### src/rtl/pb_dummy_tile_responder.sv
// Dummy NoC tile: accepts request flits on independent channels and either drops
// them or answers each transaction with DECERR beats routed back to the requester.
module pb_dummy_tile_responder #(
  parameter int NumChannels = 2,
  parameter int CoordWidth  = 4,
  parameter int IdWidth     = 4,
  parameter int LenWidth    = 8,
  parameter int FifoDepth   = 4,
  parameter int CntWidth    = 16,
  parameter int RespMode    = 1
) (
  input  logic                                  clk_i,
  input  logic                                  rst_ni,
  input  logic [NumChannels-1:0]                req_valid_i,
  output logic [NumChannels-1:0]                req_ready_o,
  input  logic [NumChannels-1:0][CoordWidth-1:0] req_src_x_i,
  input  logic [NumChannels-1:0][CoordWidth-1:0] req_src_y_i,
  input  logic [NumChannels-1:0][IdWidth-1:0]    req_id_i,
  input  logic [NumChannels-1:0]                req_write_i,
  input  logic [NumChannels-1:0][LenWidth-1:0]   req_len_i,
  input  logic [NumChannels-1:0]                req_last_i,
  output logic [NumChannels-1:0]                rsp_valid_o,
  input  logic [NumChannels-1:0]                rsp_ready_i,
  output logic [NumChannels-1:0][CoordWidth-1:0] rsp_dst_x_o,
  output logic [NumChannels-1:0][CoordWidth-1:0] rsp_dst_y_o,
  output logic [NumChannels-1:0][IdWidth-1:0]    rsp_id_o,
  output logic [NumChannels-1:0]                rsp_write_o,
  output logic [NumChannels-1:0]                rsp_last_o,
  output logic [NumChannels-1:0][1:0]           rsp_err_o,
  input  logic                                  cnt_clear_i,
  output logic [NumChannels-1:0][CntWidth-1:0]   err_cnt_o
);

  // Handshake: a beat transfers on a rising clock edge where valid and ready are
  // both high; the sender holds valid and payload stable until that edge.

  localparam int PtrW  = (FifoDepth > 1) ? $clog2(FifoDepth) : 1;
  localparam int FillW = $clog2(FifoDepth + 1);

  typedef enum logic {S_IDLE, S_RESP} state_e;

  typedef struct packed {
    logic [CoordWidth-1:0] x;
    logic [CoordWidth-1:0] y;
    logic [IdWidth-1:0]    id;
    logic                  write;
    logic [LenWidth-1:0]   len;
  } entry_t;

  function automatic logic [PtrW-1:0] ptr_inc(input logic [PtrW-1:0] p);
    return (p == PtrW'(FifoDepth - 1)) ? '0 : p + 1'b1;
  endfunction

  for (genvar c = 0; c < NumChannels; c++) begin : g_ch
    logic [PtrW-1:0]       wptr_q, wptr_d, rptr_q, rptr_d;
    logic [FillW-1:0]      fill_q, fill_d;
    entry_t                mem_q [FifoDepth];
    entry_t                mem_d [FifoDepth];
    logic                  burst_q, burst_d;
    logic [CoordWidth-1:0] hdr_x_q, hdr_x_d, hdr_y_q, hdr_y_d;
    logic [IdWidth-1:0]    hdr_id_q, hdr_id_d;
    state_e                state_q, state_d;
    entry_t                out_q, out_d;
    logic [LenWidth-1:0]   beat_q, beat_d;
    logic [CntWidth-1:0]   cnt_q, cnt_d;
    logic                  full, empty, ready, accept, intake, push, pop;
    logic                  rsp_valid, last_beat;
    entry_t                push_entry;

    // The pop of the last response beat frees its entry only on the following cycle.
    assign full      = (fill_q == FillW'(FifoDepth));
    assign empty     = (fill_q == '0);
    assign accept    = req_valid_i[c] & ready;
    assign intake    = accept & (~req_write_i[c] | req_last_i[c]);
    assign push      = (RespMode != 0) & intake;
    assign rsp_valid = (state_q == S_RESP);
    assign last_beat = out_q.write | (beat_q == out_q.len);
    assign pop       = rsp_valid & rsp_ready_i[c] & last_beat;

    always_comb begin
      ready = 1'b1;
      if (RespMode != 0 && !(req_write_i[c] && !req_last_i[c])) ready = !full;
    end

    always_comb begin
      push_entry       = '0;
      push_entry.write = req_write_i[c];
      push_entry.len   = req_write_i[c] ? '0 : req_len_i[c];
      if (req_write_i[c] && burst_q) begin
        push_entry.x  = hdr_x_q;
        push_entry.y  = hdr_y_q;
        push_entry.id = hdr_id_q;
      end else begin
        push_entry.x  = req_src_x_i[c];
        push_entry.y  = req_src_y_i[c];
        push_entry.id = req_id_i[c];
      end
    end

    always_comb begin
      mem_d  = mem_q;
      wptr_d = wptr_q;
      rptr_d = rptr_q;
      if (push) begin
        mem_d[wptr_q] = push_entry;
        wptr_d        = ptr_inc(wptr_q);
      end
      if (pop) rptr_d = ptr_inc(rptr_q);
      fill_d = fill_q + FillW'(push) - FillW'(pop);
    end

    always_comb begin
      burst_d  = burst_q;
      hdr_x_d  = hdr_x_q;
      hdr_y_d  = hdr_y_q;
      hdr_id_d = hdr_id_q;
      if (accept && req_write_i[c]) begin
        if (req_last_i[c]) begin
          burst_d = 1'b0;
        end else if (!burst_q) begin
          burst_d  = 1'b1;
          hdr_x_d  = req_src_x_i[c];
          hdr_y_d  = req_src_y_i[c];
          hdr_id_d = req_id_i[c];
        end
      end
    end

    always_comb begin
      state_d = state_q;
      out_d   = out_q;
      beat_d  = beat_q;
      case (state_q)
        S_IDLE: begin
          if (!empty) begin
            out_d   = mem_q[rptr_q];
            beat_d  = '0;
            state_d = S_RESP;
          end
        end
        S_RESP: begin
          if (rsp_ready_i[c]) begin
            if (last_beat) state_d = S_IDLE;
            else           beat_d  = beat_q + 1'b1;
          end
        end
        default: state_d = S_IDLE;
      endcase
    end

    // Clear wins over the old value but not over an intake in the same cycle.
    always_comb begin
      cnt_d = cnt_q;
      if (cnt_clear_i)                 cnt_d = intake ? CntWidth'(1) : '0;
      else if (intake && cnt_q != '1)  cnt_d = cnt_q + 1'b1;
    end

    always_ff @(posedge clk_i or negedge rst_ni) begin
      if (!rst_ni) begin
        wptr_q   <= '0;
        rptr_q   <= '0;
        fill_q   <= '0;
        for (int i = 0; i < FifoDepth; i++) mem_q[i] <= '0;
        burst_q  <= 1'b0;
        hdr_x_q  <= '0;
        hdr_y_q  <= '0;
        hdr_id_q <= '0;
        state_q  <= S_IDLE;
        out_q    <= '0;
        beat_q   <= '0;
        cnt_q    <= '0;
      end else begin
        wptr_q   <= wptr_d;
        rptr_q   <= rptr_d;
        fill_q   <= fill_d;
        mem_q    <= mem_d;
        burst_q  <= burst_d;
        hdr_x_q  <= hdr_x_d;
        hdr_y_q  <= hdr_y_d;
        hdr_id_q <= hdr_id_d;
        state_q  <= state_d;
        out_q    <= out_d;
        beat_q   <= beat_d;
        cnt_q    <= cnt_d;
      end
    end

    assign req_ready_o[c] = ready;
    assign rsp_valid_o[c] = rsp_valid;
    assign rsp_dst_x_o[c] = out_q.x;
    assign rsp_dst_y_o[c] = out_q.y;
    assign rsp_id_o[c]    = out_q.id;
    assign rsp_write_o[c] = out_q.write;
    assign rsp_last_o[c]  = rsp_valid & last_beat;
    assign rsp_err_o[c]   = rsp_valid ? 2'b11 : 2'b00;
    assign err_cnt_o[c]   = cnt_q;
  end

endmodule

### config.mk
export PLATFORM = sky130hd
export DESIGN_NAME = pb_dummy_tile_responder
export DESIGN_NICKNAME = d
export VERILOG_FILES = /design/src/rtl/pb_dummy_tile_responder.sv
export SDC_FILE = /design/constraint.sdc
export NUM_CORES = 1
export LEC_CHECK = 0
export BUFFER_PORTS_ARGS = -buffer_cell sky130_fd_sc_hd__buf_2
export CORE_MARGIN = 4
export CORE_UTILIZATION = 63
export DETAILED_ROUTE_END_ITERATION = 10
export PLACE_DENSITY = 0.84
export SETUP_SLACK_MARGIN = 0.5
export SYNTH_ARGS = -nofsm -noshare
export SYNTH_HDL_FRONTEND = slang
export SYNTH_SLANG_ARGS = --single-unit
### constraint.sdc
create_clock -name clk_i -period 7.29 [get_ports clk_i]
set_clock_uncertainty 0.1 [all_clocks]
set_input_delay 0.3645 -clock clk_i [delete_from_list [all_inputs] [get_ports clk_i]]
set_output_delay 0.3645 -clock clk_i [all_outputs]
set_load 0.005 [all_outputs]
======== Word level (Yosys, flattened, before mapping) ========
Cells that the tools add are included.
storage, ports and cells
  bits in registers ....................... 300
  input bits .............................. 51
operators by class
  add/sub/neg operators ................... 12
  $lt $le $gt $ge ......................... 6
  eq/ne operators ......................... 16
  muxes and demuxes ....................... 48
  bitwise operators ....................... 28
  reductions and logical operators ........ 24
operators by type and width
  operator                 number
  $bwmux W84               2
  $mux W21                 6
  $bmux W21 S2             2
  $demux W21 S2            2
  $mux W16                 4
  $mux W8                  8
  $add A16 B1 Y16 const B  2
  $ne A16 B16 Y1 const B   2
  $pmux W8 S2              2
  $mux W12                 2
  $add A8 B1 Y8 const B    2
  $eq A8 B8 Y1             2
  $ge A3 B3 Y1 const B     4
  $mux W1                  12
  $mux W2                  6
  $ne A2 B2 Y1 const B     6
  $not A2 Y3               4
  $reduce_and A3 Y1        4
  $and A1 B1 Y1            10
  $logic_and A1 B1 Y1      10
  $not A1 Y1               10
  $add A2 B1 Y2 const B    4
  $eq A2 B2 Y1 const B     4
  $add A3 B1 Y3            2
  other kinds (9)          22

======== Logic depth before layout (Yosys ltp) ========
Gate-level depths: netlist of the first run.
  depth after elaboration ................. 8
  depth in mapped cells ................... 10

======== Least setup slack after synthesis of the first run ========
Ideal clock, no wire load.
  kind .................................... flip-flop to flip-flop
  from .................................... register g_ch[0].fill_q[1]
  to ...................................... register g_ch[0].fill_q[2]
  library setup time ...................... 0.126 ns
  data arrival time ....................... 2.241 ns
  setup slack ............................. 4.823 ns
  cell stages (with the launch flop) ...... 11
  clock period less this slack ............ 2.467 ns
  cell sequence ........................... dfrtp_1 or3b_1 and3_1 buf_2 buf_2 xor2_1 ha_1 inv_1 fa_1 xnor2_1 xnor2_1
between the ends
  cells in the longest elaborated chain, start to end .. 7
RTL lines
  item                         RTL line  source
  start, declared              56        logic [FillW-1:0] fill_q, fill_d;
  start signal, assigned       175       fill_q <= fill_d;
  $eq A3 B3 Y1                 71        assign full = (fill_q == FillW'(FifoDepth));
  $logic_not A1 Y1             82        if (RespMode != 0 && !(req_write_i[c] && !req_last_i[c])) ready = !full;
  $mux W1                      82
  $and A1 B1 Y1                73        assign accept = req_valid_i[c] & ready;
  $and A1 B1 Y1                74        assign intake = accept & (~req_write_i[c] | req_last_i[c]);
  $add A3 B1 Y3 *              109       fill_d = fill_q + FillW'(push) - FillW'(pop);
  $sub A3 B1 Y3 *              109
  named net g_ch[0].fill_d[2]  56
Mark *: on every way through the listed nets, which the timed path passes. The rest lies on a longest branch.
A chain may end at the register's enable or synchronous reset.

======== Final worst setup path of the first run ========
  from .................................... register g_ch[0].beat_q[1]
  to ...................................... register g_ch[0].fill_q[2]
between the ends
  cells in the longest elaborated chain, start to end .. 4
RTL lines
  item                         RTL line  source
  start, declared              64        logic [LenWidth-1:0] beat_q, beat_d;
  start signal, assigned       183       beat_q <= beat_d;
  $eq A8 B8 Y1                 77        assign last_beat = out_q.write | (beat_q == out_q.len);
  $or A1 B1 Y1                 77
  $and A1 B1 Y1                78        assign pop = rsp_valid & rsp_ready_i[c] & last_beat;
  $sub A3 B1 Y3                109
  named net g_ch[0].fill_d[2]  56
The timed path passes the listed nets, and every way through them passes these cells.

==> results of run 1 <==
worst register-to-register path: stages, from the launching register on:
cell	delay (ns)
sky130_fd_sc_hd__dfrtp_1	0.43
sky130_fd_sc_hd__xnor2_1	0.25
sky130_fd_sc_hd__nand4_1	0.20
sky130_fd_sc_hd__o21ba_2	0.29
sky130_fd_sc_hd__nor2_1	0.41
sky130_fd_sc_hd__xor2_1	0.21
sky130_fd_sc_hd__ha_1	0.17
sky130_fd_sc_hd__inv_1	0.04
sky130_fd_sc_hd__fa_1	0.37
sky130_fd_sc_hd__xnor2_1	0.15
sky130_fd_sc_hd__xnor2_1	0.12
cells by family (layout without fill, tap and decap cells):
kind of cell,after synthesis,after routing
flip-flops,300,300
AO/OA/AOI/OAI,246,246
AND/OR/NAND/NOR,326,326
adder cells (fa/ha/maj),18,18
XOR/XNOR,36,36
buffers and inverters,119,239
multiplexers,153,153
flip-flops by register name, indices dropped and copies added, names as in the netlist:
register / cells
g_ch.mem_q: 168
g_ch.cnt_q: 32
g_ch.beat_q: 16
g_ch.out_q: 16
g_ch.hdr_id_q: 8
g_ch.hdr_x_q: 8
g_ch.hdr_y_q: 8
rsp_dst_x_o: 8
rsp_dst_y_o: 8
rsp_id_o: 8
g_ch.fill_q: 6
g_ch.rptr_q: 4
g_ch.wptr_q: 4
g_ch.burst_q: 2
g_ch.rsp_valid: 2
rsp_write_o: 2
worst paths after layout:
| kind | to | start | cells after the start | slack (ns) |
|---|---|---|---|---|
| setup / recovery | g_ch[0].fill_q[2]$_DFF_PN0_ | g_ch[0].beat_q[1]$_DFFE_PN0P_ | 10 | 4.44 |
| hold / removal | g_ch[0].burst_q$_DFFE_PN0P_ | req_valid_i[0] | 3 | 0.03 |
| setup reg to reg | g_ch[0].fill_q[2]$_DFF_PN0_ | g_ch[0].beat_q[1]$_DFFE_PN0P_ | 10 | 4.44 |
| hold reg to reg | g_ch[1].mem_q[44]$_DFFE_PN0P_ | g_ch[1].mem_q[44]$_DFFE_PN0P_ | 2 | 0.38 |
| max in group asynchronous | g_ch[1].hdr_y_q[1]$_DFFE_PN0P_ | rst_ni | 3 | 5.29 |
| min in group asynchronous | g_ch[0].mem_q[5]$_DFFE_PN0P_ | rst_ni | 2 | 0.30 |
layout make-up:
class                   count  area share [%]
repair buffers            161           6.352
inverters                  22          0.5294
clock inverters            13           1.235
multi-input cells         779           35.84
well taps                 275           2.206
flip-flops and latches    300           48.12
clock buffers              43           5.711
repair_timing:
item / in CTS / in global routing
endpoints found under the hold margin: 111 / 0
resized for setup: 0 / 0
hold buffers: 27 / 0
metal layers:
metal | vias up | track usage, % | part of all wire, % | routed length [um]
met2 | 321 | 41.90 | 48 | 14860
li1 | 4380 | - | - | -
met1 | 4823 | 37.31 | 43 | 13240
met3 | 60 | 5.132 | 6.7 | 2080
met5 | - | 0 | 0 | 0
met4 | 0 | 7.586 | 2.2 | 681
synth_stat cells (all sizes together), types with 10 or more instances:
library cell | count | area [um^2]
nor2 | 38 | 142.6
nand4 | 10 | 75.07
inv | 22 | 82.58
clkbuf | 23 | 87.58
xnor2 | 28 | 245.2
nand3 | 10 | 55.05
buf | 74 | 459.2
mux2i | 30 | 300.3
o21ai | 190 | 950.9
dfrtp | 300 | 7507
ha | 16 | 200.2
nand2 | 198 | 745.7
a21oi | 14 | 73.82
mux2 | 81 | 912.1
o211ai | 10 | 75.07
mux4 | 42 | 945.9
nand2b | 20 | 125.1
metrics by stage:
| stage | cells | power [W] | utilization (%) |
|---|---|---|---|
| after floorplan | 1198 | 0.003313 | - |
| after global placement | 1510 | 0.003568 | 67.13 |
| after detailed placement | 1510 | 0.003680 | 67.13 |
| after CTS | 1593 | 0.005380 | 73.51 |
| after global routing | 1593 | 0.005702 | 73.51 |
| final | 1593 | 0.005392 | 73.51 |
power by group:
group | internal, W | total (W) | leakage (nW) | switching (W)
combinational | 0.000540 | 0.00118 | 2.92 | 0.000642
sequential | 0.00219 | 0.00254 | 3.86 | 0.000349
clock | 0.00102 | 0.00167 | 0.536 | 0.000644
total | 0.00376 | 0.00539 | 7.32 | 0.00163
==> Flow_metrics.wiki, run 1 <==
{| class="wikitable"
! Metric !! Value
|-
| Run status || completed
|-
| Warnings from Yosys || 0
|-
| P per Cell Area || 345.6 nW/um^2
|-
| Initial detailed-routing violation count || around 640
|-
| DRT Wirelength || about 30 mm
|-
| Most numerous cell on the critical path || sky130_fd_sc_hd__xnor2_1
|-
| Number of enable flip-flop cells after synthesis || 0
|-
| Multiplexer area fraction after synthesis || roughly 16%
|-
| Setup repair bufs after CTS || 0
|-
| Maximum clock frequency || roughly 350 MHz
|-
| Setup crit end kind || flip-flop
|-
| RSZ-0062 raised after global routing || false
|-
| Remaining routing DRC violations || 0
|-
| Maximum number of buffers from clock root to sink || 3
|-
| Avg Cell Area, Syn || around 11 um^2
|-
| Effective utilization at floorplan || around 65%
|-
| Final-layout fill cell count || 1,426
|-
| Combined flip-flop and latch cell area || 7507 um^2
|-
| Remaining antenna violation count after routing || 0
|-
| Post-synthesis xor/xnor area fraction || roughly 2.3%
|-
| Horiz. Die Dim || about 160 um
|-
| Overall global routing resource usage || a little over a quarter
|-
| Seq cells post-synth || 300
|-
| Fraction of the mapped netlist area in compound gates || 9.958%
|-
| Total Nets Final || 1,363
|-
| Most frequent standard cell in the layout excluding fill and tap cells || sky130_fd_sc_hd__dfrtp_1
|-
| Critical Path Fanout Max || 5
|-
| Required time worst endpoint || 7.61 ns
|-
| Standard-cell row count || 53
|-
| Post-Place Worst Slack || 4.550 ns
|-
| Final period utilization || about two fifths
|-
| Synth cell types || 53
|-
| Top cell family by delay on the critical path || XOR/XNOR gates
|-
| Worst IR Drop VDD || 0.0001986 V
|-
| TritonCTS clock tree || yes
|-
| Highest-count cells in the layout ignoring fill and taps || sky130_fd_sc_hd__dfrtp_1 (300), sky130_fd_sc_hd__nand2_1 (197), sky130_fd_sc_hd__o21ai_0 (181)
|-
| Synth Flop Type || sky130_fd_sc_hd__dfrtp_1
|-
| Sum of net half-perimeters after detailed placement || 19.06 mm
|-
| Critical path, cell by cell || xnor2_1, nand4_1, o21ba_2, nor2_1, xor2_1, ha_1, inv_1, fa_1, xnor2_1, xnor2_1
|-
| Async set or reset register ratio after synthesis || 100.0%
|-
| Final number of hold-violating endpoints || 0
|-
| Final instance area || 15,600 um^2
|-
| DR WL/cell || 19.37 um
|-
| Setup TNS after final layout || 0 ns
|-
| Setup-failing EPs final || 0
|-
| Transition at the pin with the smallest max-transition slack || 1.136 ns
|-
| Synthesized-area fraction occupied by adder cells || 1.751%
|-
| WP data arrival || 3.18 ns
|-
| DR pass1 iterations || 4
|-
| Startpoint class of the critical path || flip-flop
|-
| Cts bufs inserted || 30
|-
| Area of placed instances || ~14,000 um^2
|-
| Port Buffers || approximately 120
|-
| Post-synthesis net count || 1,267
|-
| PnR worst setup slack || approximately 4.4 ns
|-
| Clock sink total || 300
|-
| H-tree depth || 1
|-
| Relative slew slack || 24.30%
|-
| Ant. Diodes || 0
|-
| Startpoint-to-endpoint class of the critical path || flip-flop to flip-flop
|-
| DIE HEIGHT || ~160 um
|-
| Maximum capacitance violations || 0
|-
| Leakage power figure || 7.319 nW
|-
| Floorplan core area || 21,220 um^2
|-
| Pin count of the biggest net entering global routing || 89
|-
| Global-route congestion overflow total || 0
|-
| Number of placed I/O pins || about 120
|-
| Clock period minus final worst setup slack || 2.853 ns
|-
| Worst hold margin || 0.03016 ns
|-
| Clock transition at the registers of the reported paths || 0.06 ns
|-
| Crit path buf inv count || 1
|-
| Multi-input gate area || 5592 um^2
|-
| Number of instances in the synthesized netlist || 1,198
|-
| Routability congestion estimate from global placement || approximately 0.8
|-
| Area of the die || 24,200 um^2
|-
| Total via count in the routed design || 9,584
|-
| Number of global-route vias before repair || 9,977
|-
| First-pass GRT wire length || 51.67 mm
|-
| Average vias per placed instance || about 6
|-
| Post-Syn Area || 13,720 um^2
|-
| Layout overhead on the synthesized area || 13.70%
|-
| Hold Crit Class || input port to flip-flop
|-
| Register area share after synthesis || 54.71%
|-
| Insertion delay of the later-clocked pin in the worst-skew pair || 0.54 ns
|-
| Cell with the biggest individual delay on the critical path || sky130_fd_sc_hd__dfrtp_1
|-
| Combinational family with the most area after synthesis || multiplexers
|-
| Area share of and/or/nand/nor cells after synthesis || 10.96%
|-
| Antenna violations before repair || 0
|-
| Max stage delay on crit path || between 0.4 and 0.5 ns
|-
| Ratio of cells with drive above 1 in the final layout || 24.73%
|-
| Final max-slew violation count || 0
|-
| Root buffer selected by CTS || sky130_fd_sc_hd__clkbuf_16
|}
(Power assumes the default switching activity.)
==> run 2: changes to the inputs <==
CORE_UTILIZATION = 54   (was 63)
PLACE_DENSITY = 0.76   (was 0.84)
clock period = 2.58 ns   (was 7.29 ns; I/O delays follow)
==> Flow_metrics.wiki, run 2 (synthesized netlist as in run 1, its figures left out) <==
{| class="wikitable"
! Metric !! Value
|-
| Average vias per placed instance || 5.709
|-
| Cts bufs inserted || 30
|-
| Overall global routing resource usage || 22.52%
|-
| Total Nets Final || 1,440
|-
| Most frequent standard cell in the layout excluding fill and tap cells || sky130_fd_sc_hd__dfrtp_1
|-
| Routability congestion estimate from global placement || 0.8428
|-
| Leakage power figure || 7.776 nW
|-
| Flip-flop count of the largest register after layout || 168
|-
| Clock transition at the registers of the reported paths || 0.06 ns
|-
| Biggest regs || g_ch.mem_q x168, g_ch.cnt_q x32
|-
| Ant. Diodes || 0
|-
| Horiz. Die Dim || 167.4 um
|-
| Sum of net half-perimeters after detailed placement || 19.64 mm
|-
| Clock period minus final worst setup slack || 2.367 ns
|-
| Port Buffers || 118
|-
| Switching part of the total || 30.12%
|-
| Final number of hold-violating endpoints || 0
|-
| Max stage delay on crit path || 0.40 ns
|-
| Initial detailed-routing violation count || ~500
|-
| Transition at the pin with the smallest max-transition slack || 0.7237 ns
|-
| DRT Wirelength || 31.96 mm
|-
| Run status || completed
|-
| Startpoint-to-endpoint class of the critical path || flip-flop to flip-flop
|-
| Register with the most flip-flops || g_ch.mem_q
|-
| Most numerous cell on the critical path || sky130_fd_sc_hd__xnor2_1
|-
| Setup TNS after final layout || 0 ns
|-
| Top cell family by delay on the critical path || XOR/XNOR gates
|-
| Insertion delay of the later-clocked pin in the worst-skew pair || 0.54 ns
|-
| Area of the die || 28,020 um^2
|-
| Floorplan core area || 25,110 um^2
|-
| H-tree depth || 1
|-
| Worst IR Drop VDD || between 0.0006 and 0.0007 V
|-
| Highest-count cells in the layout ignoring fill and taps || sky130_fd_sc_hd__dfrtp_1 (296), sky130_fd_sc_hd__nand2_1 (189), sky130_fd_sc_hd__o21ai_0 (177)
|-
| Antenna violations before repair || 2
|-
| Required time worst endpoint || 2.90 ns
|-
| TritonCTS clock tree || yes
|-
| Setup crit end kind || flip-flop
|-
| Remaining antenna violation count after routing || 0
|-
| DR WL/cell || about 19 um
|-
| Maximum number of buffers from clock root to sink || 3
|-
| Number of placed I/O pins || 119
|-
| Maximum clock frequency || between 400 and 500 MHz
|-
| Total power || 0.01547 W
|-
| WP data arrival || roughly 2.7 ns
|-
| Total via count in the routed design || 9,826
|-
| Pin count of the biggest net entering global routing || 75
|-
| First-pass GRT wire length || roughly 52 mm
|-
| Switching pwr || between 0.004 and 0.005 W
|-
| Ratio of cells with drive above 1 in the final layout || 30.84%
|-
| Remaining routing DRC violations || 0
|-
| Final max-slew violation count || 0
|-
| Crit path buf inv count || 1
|-
| Hold Crit Class || input port to flip-flop
|-
| Cell with the biggest individual delay on the critical path || sky130_fd_sc_hd__dfrtp_1
|-
| Root buffer selected by CTS || sky130_fd_sc_hd__clkbuf_16
|-
| Layout overhead on the synthesized area || 21.79%
|-
| Startpoint class of the critical path || flip-flop
|-
| Standard-cell row count || 58
|-
| Number of global-route vias before repair || 10,145
|-
| Final-layout fill cell count || 1,843
|-
| Critical Path Fanout Max || 2
|-
| Clock network fraction of design power || 28.5%
|-
| Combinational cell fraction of total power || 25.6%
|-
| Reg power frac || between 40% and 50%
|-
| P per Cell Area || 926.0 nW/um^2
|-
| Setup-failing EPs final || 0
|-
| Maximum capacitance violations || 0
|-
| Relative slew slack || 51.64%
|-
| Internal || 0.01081 W
|-
| Final period utilization || around nine tenths
|-
| Global-route congestion overflow total || 0
|-
| RSZ-0062 raised after global routing || true
|-
| Critical path, cell by cell || xnor2_1, nand4_1, o21ba_4, nor2_4, xor2_1, ha_2, inv_2, fa_2, xnor2_2, xnor2_1
|-
| DR pass1 iterations || 6
|-
| Effective utilization at floorplan || 54.64%
|-
| Clock sink total || 300
|-
| DIE HEIGHT || 167.4 um
|}
-- run 2: changes by cell type in the layout (fill, tap and decap cells not counted), sizes merged --
cell / before / now
clkbuf: 43 / 42
bufinv: 5 / 3
clkinv: 7 / 6
buf: 134 / 190
dlygate4sd3: 27 / 48
-- run 2: what timing repair did --
item / in CTS / in global routing
gates cloned: 0 / 0
hold endpoints to repair: 467 / 0
resized for setup: 41 / 51
hold buffers: 48 / 0
setup endpoints to repair: 84 / 78
pin swaps: 17 / 19
buffers inserted: 20 / 10
-- run 2: power groups by stage --
stage / sequential, W / combinational, W / clock [W]
finish: 0.00710 / 0.00396 / 0.00441
global route: 0.00728 / 0.00444 / 0.00469
CTS: 0.00708 / 0.00367 / 0.00449
detailed placement: 0.00714 / 0.00332 / 0
global placement: 0.00705 / 0.00317 / 0
floorplan: 0.00689 / 0.00249 / 0
-- run 2: area by class of cell --
| class | count | area [um^2] | area share (%) |
|---|---|---|---|
| flip-flops and latches | 300 | 7512 | 44.96 |
| repair buffers | 238 | 1823 | 10.91 |
| clock buffers | 42 | 877.1 | 5.249 |
| clock inverters | 10 | 127.6 | 0.7638 |
| inverters | 22 | 82.58 | 0.4942 |
| well taps | 330 | 412.9 | 2.471 |
| multi-input cells | 779 | 5874 | 35.16 |
-- run 2: path summary, 6_finish.rpt --
path	startpoint	end	slack, ns	cells after the start
setup / recovery	g_ch[0].out_q[1]$_DFFE_PN0P_	g_ch[0].fill_q[2]$_DFF_PN0_	0.21	10
hold / removal	req_valid_i[1]	g_ch[1].wptr_q[0]$_DFFE_PN0P_	0.03	3
setup reg to reg	g_ch[0].out_q[1]$_DFFE_PN0P_	g_ch[0].fill_q[2]$_DFF_PN0_	0.21	10
hold reg to reg	g_ch[1].mem_q[35]$_DFFE_PN0P_	g_ch[1].mem_q[35]$_DFFE_PN0P_	0.37	2
max in group asynchronous	rst_ni	g_ch[0].cnt_q[11]$_DFFE_PN0P_	1.43	3
min in group asynchronous	rst_ni	g_ch[0].mem_q[68]$_DFFE_PN0P_	0.05	2
-- run 2: routing by layer --
layer  part of all wire [%]  vias to the layer above  GRT usage [%]
met5                  0.066                        -              0
met1                     44                     4919          32.23
li1                       -                     4520              -
met3                    5.8                       68          4.037
met2                     48                      315          36.12
met4                    2.3                        4          6.069
-- run 2: stage by stage --
stage	utilization, %	hold WS [ns]	setup WS [ns]	std cells	area [um^2]
floorplan	-	-0.2666	0.1803	1198	13760
global placement	58.28	0.03382	0.1839	1591	14630
detailed placement	58.28	0.03353	0.1002	1591	14630
CTS	65.40	0.006594	0.2209	1711	16420
global route	66.55	0.06586	0.1012	1721	16710
finish	66.55	0.03154	0.2133	1721	16710
-- run 2: worst min-delay path, delay by kind of cell --
kind	cells	cell delay [ns]
AOI/OAI and AO/OA	1	0.14
buffers and inverters	1	0.15
and+or+nand+nor	1	0.22
==> run 3: changes to the inputs <==
CORE_ASPECT_RATIO = 1.4   (was default)
==> Flow_metrics.wiki, run 3 (synthesized netlist as in run 1, its figures left out) <==
{| class="wikitable"
! Metric !! Value
|-
| Met3 wirelength from detailed routing || 1.315 mm
|-
| Area of the die || 28,060 um^2
|-
| DR pass1 iterations || 5
|-
| H-tree depth || 1
|-
| Cts bufs inserted || 29
|-
| Setup TNS after final layout || 0 ns
|-
| Initial detailed-routing violation count || about 560
|-
| RSZ-0062 raised after global routing || true
|-
| Maximum number of buffers from clock root to sink || 3
|-
| Total via count in the routed design || slightly below 10,000
|-
| Total Nets Final || 1,443
|-
| Cell with the biggest individual delay on the critical path || sky130_fd_sc_hd__dfrtp_1
|-
| Setup crit end kind || flip-flop
|-
| Final max-slew violation count || 0
|-
| Top layer reached by signal wires || met5
|-
| Register with the most flip-flops || g_ch.mem_q
|-
| Reg power frac || 47.0%
|-
| Final number of hold-violating endpoints || 0
|-
| Average vias per placed instance || 5.616
|-
| Layout overhead on the synthesized area || 20.51%
|-
| Combinational cell fraction of total power || 25.2%
|-
| Most numerous cell on the critical path || sky130_fd_sc_hd__xnor2_2
|-
| DR WL/cell || between 15 and 20 um
|-
| Multi-input gate area || 5793 um^2
|-
| Remaining routing DRC violations || 0
|-
| Critical Path Fanout Max || 3
|-
| Final period utilization || between 90% and 100%
|-
| Sum of net half-perimeters after detailed placement || slightly above 20 mm
|-
| Post-route met1 wirelength || approximately 12 mm
|-
| Worst IR Drop VDD || 0.0008078 V
|-
| DRT Wirelength || 31.10 mm
|-
| Setup-failing EPs final || 0
|-
| Effective utilization at floorplan || 55.23%
|-
| WP data arrival || 2.69 ns
|-
| Number of placed I/O pins || 119
|-
| Leakage power figure || 7.720 nW
|-
| Run status || completed
|-
| Antenna violations before repair || 1
|-
| Relative slew slack || 54.45%
|-
| Switching part of the total || 29.96%
|-
| Clock transition at the registers of the reported paths || 0.06 ns
|-
| Startpoint class of the critical path || flip-flop
|-
| Hold Crit Class || input port to async pin
|-
| Worst hold margin || between 0.04 and 0.05 ns
|-
| Detailed route wirelength on metal2 || ~17 mm
|-
| Startpoint-to-endpoint class of the critical path || flip-flop to flip-flop
|-
| Startpoint of the worst register-to-register path || g_ch[0].out_q[7]$_DFFE_PN0P_
|-
| Ant. Diodes || 0
|-
| Destination of the worst register-to-register timing path || g_ch[0].fill_q[2]$_DFF_PN0_
|-
| # placed instances || 1,573
|-
| P per Cell Area || 909.0 nW/um^2
|-
| Maximum clock frequency || 420.8 MHz
|-
| Final-layout fill cell count || 1,813
|-
| Flip-flop count of the largest register after layout || 168
|-
| Switching pwr || 0.004502 W
|-
| First-pass GRT wire length || approximately 50 mm
|-
| Worst-case reg-to-reg path depth || 10
|-
| Critical path, cell by cell || xnor2_2, nand4_1, o21ba_4, nor2_4, xor2_1, ha_2, inv_2, fa_2, xnor2_2, xnor2_1
|-
| Biggest regs || g_ch.mem_q x168, g_ch.cnt_q x32
|-
| Worst R2R Setup Slack || around 0.20 ns
|-
| Clock sink total || 300
|-
| Overall global routing resource usage || around 22%
|-
| Worst setup startpoint || g_ch[0].out_q[7]$_DFFE_PN0P_
|-
| Standard-cell row count || 68
|-
| Global-route congestion overflow total || 0
|-
| Port Buffers || 118
|-
| Clock period minus final worst setup slack || 2.377 ns
|-
| Insertion delay of the later-clocked pin in the worst-skew pair || 0.53 ns
|-
| Highest-count cells in the layout ignoring fill and taps || sky130_fd_sc_hd__dfrtp_1 (296), sky130_fd_sc_hd__nand2_1 (193), sky130_fd_sc_hd__o21ai_0 (181)
|-
| Transition at the pin with the smallest max-transition slack || 0.6642 ns
|-
| Final Non-Filler Cells || 1,710
|-
| Max stage delay on crit path || just over 0.4 ns
|-
| Combined flip-flop and latch cell area || 7512 um^2
|-
| Routability congestion estimate from global placement || around 0.86
|-
| DIE HEIGHT || ~200 um
|-
| Top cell family by delay on the critical path || XOR/XNOR gates
|-
| Number of global-route vias before repair || 9,863
|-
| Clock network fraction of design power || 27.8%
|-
| Root buffer selected by CTS || sky130_fd_sc_hd__clkbuf_16
|-
| Horiz. Die Dim || 142.7 um
|-
| TritonCTS clock tree || yes
|-
| Pin count of the biggest net entering global routing || 72
|-
| Crit path buf inv count || 1
|-
| Most frequent standard cell in the layout excluding fill and tap cells || sky130_fd_sc_hd__dfrtp_1
|-
| Ratio of cells with drive above 1 in the final layout || 29.89%
|-
| Floorplan core area || 24,840 um^2
|-
| Remaining antenna violation count after routing || 0
|-
| Maximum capacitance violations || 0
|-
| Required time worst endpoint || 2.90 ns
|-
| Internal || around 0.011 W
|}
## run 3: cell count changes in the layout (fill, tap and decap cells not counted), moves of 2 or more
| cell | change |
|---|---|
| sky130_fd_sc_hd__buf_4 | +11 |
| sky130_fd_sc_hd__buf_6 | -7 |
| sky130_fd_sc_hd__clkbuf_1 | +3 |
| sky130_fd_sc_hd__clkbuf_16 | -2 |
| sky130_fd_sc_hd__nand2_1 | +4 |
| sky130_fd_sc_hd__nand2_2 | -4 |
| sky130_fd_sc_hd__nor4_2 | +3 |
| sky130_fd_sc_hd__nor4_4 | -3 |
| sky130_fd_sc_hd__o21ai_0 | +4 |
| sky130_fd_sc_hd__o21ai_2 | -2 |
## run 3: stage by stage
step           area, um^2  total power [W]  setup WS [ns]  util, %
2_1_floorplan       13760         0.009379         0.1803        -
3_3_place_gp        14640          0.01024         0.1705    58.92
3_5_place_dp        14640          0.01051         0.1050    58.92
4_1_cts             16280          0.01493         0.2475    65.51
5_1_grt             16530          0.01594         0.1402    66.55
6_report            16530          0.01503         0.2033    66.55
## run 3: how the worst max path moves through the flow
stage                             endpoint  slack, ns  cells after the start
6_report       g_ch[0].fill_q[2]$_DFF_PN0_       0.20                     10
5_1_grt        g_ch[0].fill_q[2]$_DFF_PN0_       0.14                     10
4_1_cts        g_ch[0].fill_q[2]$_DFF_PN0_       0.25                     10
3_5_place_dp   g_ch[0].fill_q[2]$_DFF_PN0_       0.11                     10
3_3_place_gp   g_ch[0].fill_q[2]$_DFF_PN0_       0.17                     10
2_1_floorplan  g_ch[0].fill_q[2]$_DFF_PN0_       0.18                     10
## run 3: power groups by stage
stage | clock network [W] | logic (W) | registers (W)
2_1_floorplan | 0 | 0.00249 | 0.00689
3_3_place_gp | 0 | 0.00320 | 0.00705
3_5_place_dp | 0 | 0.00336 | 0.00716
4_1_cts | 0.00425 | 0.00362 | 0.00705
5_1_grt | 0.00444 | 0.00427 | 0.00723
6_report | 0.00417 | 0.00379 | 0.00706
## run 3: cell type report
type,instances,area share [%]
sequential,300,45.43
multi-input combinational,780,35.04
timing repair buffer,241,10.99
clock buffer,43,5.070
tap,315,2.384
clock inverter,9,0.5902
inverter,22,0.4994
## run 3: layer usage
metal | up-vias | track usage [%]
li1 | 4525 | -
met1 | 4789 | 26.42
met2 | 229 | 40.77
met3 | 58 | 2.840
met4 | 2 | 7.432
met5 | - | 0
## run 3: timing repair
action                                 in CTS  in global routing
pin swaps                                  14                 21
hold buffers                               49                  0
endpoints found under the hold margin     457                  0
cloned                                      0                  1
gates resized for setup                    27                 29
setup endpoints to repair                  69                108
buffers inserted                           16                 19
